**src/rtl/uart_pkg.sv**
```systemverilog
// uart_pkg: shared FSM state type and default parameters for uart_rx
package uart_pkg;
    localparam int DATA_BITS_DEF = 8;
    localparam int CLKS_PER_BIT_DEF = 16;
    typedef enum logic [2:0] {
        IDLE,
        START,
        DATA,
`ifdef UART_RX_PARITY_EN
        PARITY,
`endif
        STOP,
        BREAK
    } state_t;
endpackage

```
**src/rtl/sync_2ff.sv**
```systemverilog
// sync_2ff: two-flop synchronizer for an idle-high asynchronous line
module sync_2ff (
    input  logic clk,
    input  logic reset_n,
    input  logic d,
    output logic q
);
    logic m;
    always_ff @(posedge clk or negedge reset_n)
        if (!reset_n) {q, m} <= 2'b11;
        else {q, m} <= {m, d};
endmodule

```
**src/rtl/uart_rx.sv**
```systemverilog
// uart_rx: mid-bit sampling UART receiver, 8N1 default; even parity with UART_RX_PARITY_EN
module uart_rx import uart_pkg::*; #(
    parameter int CLKS_PER_BIT = CLKS_PER_BIT_DEF,
    parameter int DATA_BITS = DATA_BITS_DEF
) (
    input  logic                 clk,
    input  logic                 reset_n,
    input  logic                 rxd,
    output logic [DATA_BITS-1:0] data,
    output logic                 valid,
    output logic                 frame_error,
    output logic                 parity_error,
    output logic                 busy
);
    localparam int CW = $clog2(CLKS_PER_BIT);
    localparam int BW = $clog2(DATA_BITS + 1);
    localparam logic [CW-1:0] HALF = CW'(CLKS_PER_BIT / 2 - 1);
    localparam logic [CW-1:0] LAST = CW'(CLKS_PER_BIT - 1);
    localparam logic [BW-1:0] NBITS = BW'(DATA_BITS - 1);
`ifdef UART_RX_PARITY_EN
    localparam state_t AFTER_DATA = PARITY;
`else
    localparam state_t AFTER_DATA = STOP;
`endif
    state_t state, state_nx;
    logic rx_s, rx_prev, tick, par_bad, valid_nx, ferr_nx;
    logic [CW-1:0] cnt;
    logic [BW-1:0] bit_cnt;
    logic [DATA_BITS-1:0] sh;
    sync_2ff u_sync (.clk(clk), .reset_n(reset_n), .d(rxd), .q(rx_s));
    // START waits half a bit so every later tick lands mid-bit
    assign tick = (state == START) ? (cnt == HALF) : (cnt == LAST);
    assign busy = state != IDLE;
    always_ff @(posedge clk or negedge reset_n)
        if (!reset_n) state <= IDLE;
        else state <= state_nx;
    always_comb begin
        state_nx = state;
        case (state)
            IDLE:    if (rx_prev && !rx_s) state_nx = START;
            START:   if (tick) state_nx = rx_s ? IDLE : DATA;
            DATA:    if (tick && bit_cnt == NBITS) state_nx = AFTER_DATA;
`ifdef UART_RX_PARITY_EN
            PARITY:  if (tick) state_nx = STOP;
`endif
            STOP:    if (tick) state_nx = rx_s ? IDLE : BREAK;
            BREAK:   if (rx_s) state_nx = IDLE;
            default: state_nx = IDLE;
        endcase
    end
    always_comb begin
        valid_nx = state == STOP && tick && rx_s && !par_bad;
        ferr_nx = state == STOP && tick && !rx_s;
    end
    always_ff @(posedge clk or negedge reset_n)
        if (!reset_n) begin
            rx_prev <= 1'b1;
            cnt <= '0;
            bit_cnt <= '0;
            sh <= '0;
            data <= '0;
            valid <= 1'b0;
            frame_error <= 1'b0;
        end else begin
            rx_prev <= rx_s;
            cnt <= (state == IDLE || state == BREAK || tick) ? '0 : cnt + 1'b1;
            bit_cnt <= (state == DATA) ? bit_cnt + BW'(tick) : '0;
            if (state == DATA && tick) sh <= {rx_s, sh[DATA_BITS-1:1]};
            if (valid_nx) data <= sh;
            valid <= valid_nx;
            frame_error <= ferr_nx;
        end
`ifdef UART_RX_PARITY_EN
    logic par_bit;
    assign par_bad = ^{sh, par_bit};
    always_ff @(posedge clk or negedge reset_n)
        if (!reset_n) begin
            par_bit <= 1'b0;
            parity_error <= 1'b0;
        end else begin
            if (state == PARITY && tick) par_bit <= rx_s;
            parity_error <= state == STOP && tick && rx_s && par_bad;
        end
`else
    assign par_bad = 1'b0;
    assign parity_error = 1'b0;
`endif
endmodule

```
**config.mk**
```make
export PLATFORM = sky130hd
export DESIGN_NAME = uart_rx
export DESIGN_NICKNAME = d
export VERILOG_FILES = /design/src/rtl/uart_pkg.sv /design/src/rtl/sync_2ff.sv /design/src/rtl/uart_rx.sv
export SDC_FILE = /design/constraint.sdc
export NUM_CORES = 1
export LEC_CHECK = 0
export ABC_CLOCK_PERIOD_IN_PS = 1600
export CORE_UTILIZATION = 54
export CTS_CLUSTER_DIAMETER = 120
export DETAILED_ROUTE_END_ITERATION = 10
export DONT_BUFFER_PORTS = 1
export GPL_TIMING_DRIVEN = 0
export PLACE_DENSITY = 0.73
export SLEW_MARGIN = 40
export SYNTH_ARGS = -nofsm -noshare
export SYNTH_HDL_FRONTEND = slang
export SYNTH_SLANG_ARGS = --single-unit
```
**constraint.sdc**
```tcl
create_clock -name clk -period 1.6 [get_ports clk]
set_clock_uncertainty 0.15 [all_clocks]
set_input_delay 0.32 -clock clk [delete_from_list [all_inputs] [get_ports clk]]
set_output_delay 0.32 -clock clk [all_outputs]
set_load 0.02 [all_outputs]
```
==> metrics.md <==
| Metric | Value |
|---|---|
| GP Congestion | `0.730` |
| Max incr delay on CP | `0.40 ns` |
| Total routed wirelength | `2.34 mm` |
| Syn_nets | `106` |
| Worst VDD drop | `0.846 mV` |
| Top cell type by total area after synthesis | `dfrtp_1` |
| Overall Global Routing Usage | `20.5%` |
| Yosys warns | `0` |
| Fmax | `583 MHz` |
| TritonCTS buffer count | `5` |
| Failing checks | `negative setup slack` |
| Core footprint | `2280 sq um` |
| CTS tree | `built` |
| WP buf/inv | `1` |
| Clk slew on worst S/H paths | `0.10 ns` |
| Min Hold Slack | `0.209 ns` |
| Die area | `2670 sq um` |
| WP data arrival | `1.24 ns` |
| Detailed-route DRC error count | `0` |
| Worst Path Max Fanout | `7` |
| Total grt overflow | `0` |
| Crit path launch type | `flop` |
| Routed len/inst | `15.0 um` |
| Number of core rows | `17` |
| Largest net degree at the start of global routing | `33` |
| Vias in the first global route | `822` |
| Setup-failing EPs final | `14` |
| Final Max Slew Viols | `0` |
| Final Worst Setup Slack | `-0.114 ns` |
| Min Clock Period, post-route | `1.71 ns` |
| Reg-to-reg endpoint | `bit_cnt[1]` |
| Status | `finished with violations` |
| Via/cell ratio | `5.28` |
| Hold WC Path Type | `flop to flop` |
| Slowest-stage cell, CP | `or3_4` |
| I/O Pins | `15` |
| Max-capacitance violation count | `0` |
| Cell Pwr Density | `829 nW/um^2` |
| Worst setup EP type | `output port` |
| CP required | `1.13 ns` |
| Mapped Cells | `100` |
| Routed vias | `823` |
| Setup_tns | `-1.02 ns` |
| DR pass1 iterations | `4` |
| CP delay by family, top | `simple AND/OR/NAND/NOR gates` |
| Seq/Total Area, Yosys | `60.5%` |
| Class of the most critical setup path | `flop to output port` |
| Chip width | `51.6 um` |
| HP Start | `u_sync.m` |
| Part of the cycle the worst path needs | `107%` |
| Post-Syn Area | `1330 sq um` |
| Average size of a mapped cell | `13.3 sq um` |
| Port buffer count | `0` |
| Root buf cell | `clkbuf_4` |
| Yosys reg bits | `32` |
| Most frequent cell after synthesis | `dfrtp_1` |
| Nets | `133` |
| Clock sinks | `32` |
| Layout cell share with drive strength beyond 1 | `50.0%` |
| Antenna Cells | `0` |
| Fillers | `143` |
| Area Overhead vs Synth | `27.1%` |
| Area taken by flip-flops and latches | `807 sq um` |
| Synth top area share | `54.6%` |
| H-tree Lvls | `2` |
| Initial DRC count | `10` |
| Setup slack, reg-to-reg | `-0.10 ns` |
| Final Hold Fails | `0` |
| Die H | `51.6 um` |
| Hold Crit Endpoint | `u_sync.q` |
| Main flop type after synthesis | `dfrtp_1` |
| Pleak | `0.850 nW` |
| Initial Util | `58.4%` |
| First-pass GRT wire length | `3.81 mm` |
| Initial antenna violation count | `0` |
| Hold Crit Depth | `0` |
| Skew-Pair Late Insertion Delay | `0.33 ns` |
| CP startpoint | `state[0]` |
| Synth cell types | `29` |
| Synth async-reset ratio | `100%` |
| Post-DRT Antenna Nets | `0` |
| Worst-case clock buffer depth | `2` |
| Unrepaired setup endpoints after global routing | `yes` |
| Worst r2r src | `state[2]` |
| Reg2reg path depth | `7` |
| Top cells by count, synth | `dfrtp_1 (29), mux2_2 (17), nor2_1 (14)` |
| Synth top area cells | `dfrtp_1 (55%), mux2_2 (14%), dfstp_2 (5.9%)` |
| Crit-path cells | `buf_6 > or3_4` |
| Area of the multi-input gates | `603 sq um` |
| Number of synthesized flops with an enable pin | `0` |
[registers in the layout, indices dropped and copies added, names as in the netlist, 3 cells and up]
signal   count
cnt          4
sh           8
bit_cnt      4
data         8
state        3
[worst max path at each step]
stage / endpoint / slack (ns) / cells after the start
3_5_place_dp: data[0] / -0.19 / 5
2_1_floorplan: sh[0] / -0.03 / 4
3_3_place_gp: data[7] / -0.15 / 5
5_1_grt: bit_cnt[1] / -0.18 / 7
6_report: busy / -0.11 / 2
4_1_cts: sh[0] / -0.11 / 5
[cells in the final DEF (no fill, tap or decap), drive strengths merged, types with 2 or more instances in the layout]
master,instances
dfrtp,29
buf,19
mux2,17
nor2,15
clkbuf,8
nand2,4
xor2,3
dfstp,3
nand3,3
ha,3
inv,2
nor3,2
dlygate4sd3,2
xnor2,2
and2,2
o21ai,2
[what timing repair did]
item | in CTS | in global routing
endpoints found under the hold margin | 33 | 0
hold buffers | 3 | 0
pin swaps | 12 | 6
buffers inserted | 10 | 6
resized for setup | 21 | 2
setup endpoints to repair | 22 | 22
cloned | 1 | 0
[per-stage QoR]
stage               cell area (sq um)  worst slack, ns  utilization (%)  cells  power [mW]
floorplan                        1340          -0.0300                -    100       0.888
global placement                 1370           -0.147             60.3    128       0.894
detailed placement               1370           -0.188             60.3    128       0.896
CTS                              1640           -0.114             72.0    150        1.40
global route                     1690           -0.184             74.3    156        1.47
finish                           1690           -0.114             74.3    156        1.40
[layer usage]
layer | wire length (um) | up-vias | GRT usage, % | share of wire, %
met5 | 0 | - | 0 | 0
met2 | 1120 | 21 | 31.4 | 48
li1 | - | 398 | - | -
met1 | 1080 | 400 | 26.4 | 46
met4 | 34 | 0 | 8.11 | 1.5
met3 | 104 | 4 | 7.31 | 4.5
[power breakdown]
group	internal (mW)	switching [mW]	total, mW
logic	0.0521	0.0504	0.102
clock network	0.217	0.248	0.465
registers	0.822	0.0111	0.833
total	1.09	0.310	1.40
[logic make-up after synthesis]
kind of cell	synth area share, %
AND/OR/NAND/NOR	14.5
adder cells (fa/ha/maj)	2.82
AO/OA/AOI/OAI	2.54
buffers and inverters	1.69
multiplexers	14.4
flip-flops	60.5
other	0.282
XOR/XNOR	3.29
[layout make-up]
class	count	area share [%]
Sequential cell	32	47.7
Multi-Input combinational cell	65	35.7
Timing Repair Buffer	19	9.47
Clock buffer	8	3.48
Tap cell	28	2.07
Buffer	2	1.11
Inverter	2	0.444
Note: power is estimated with default switching activity, not from simulation.
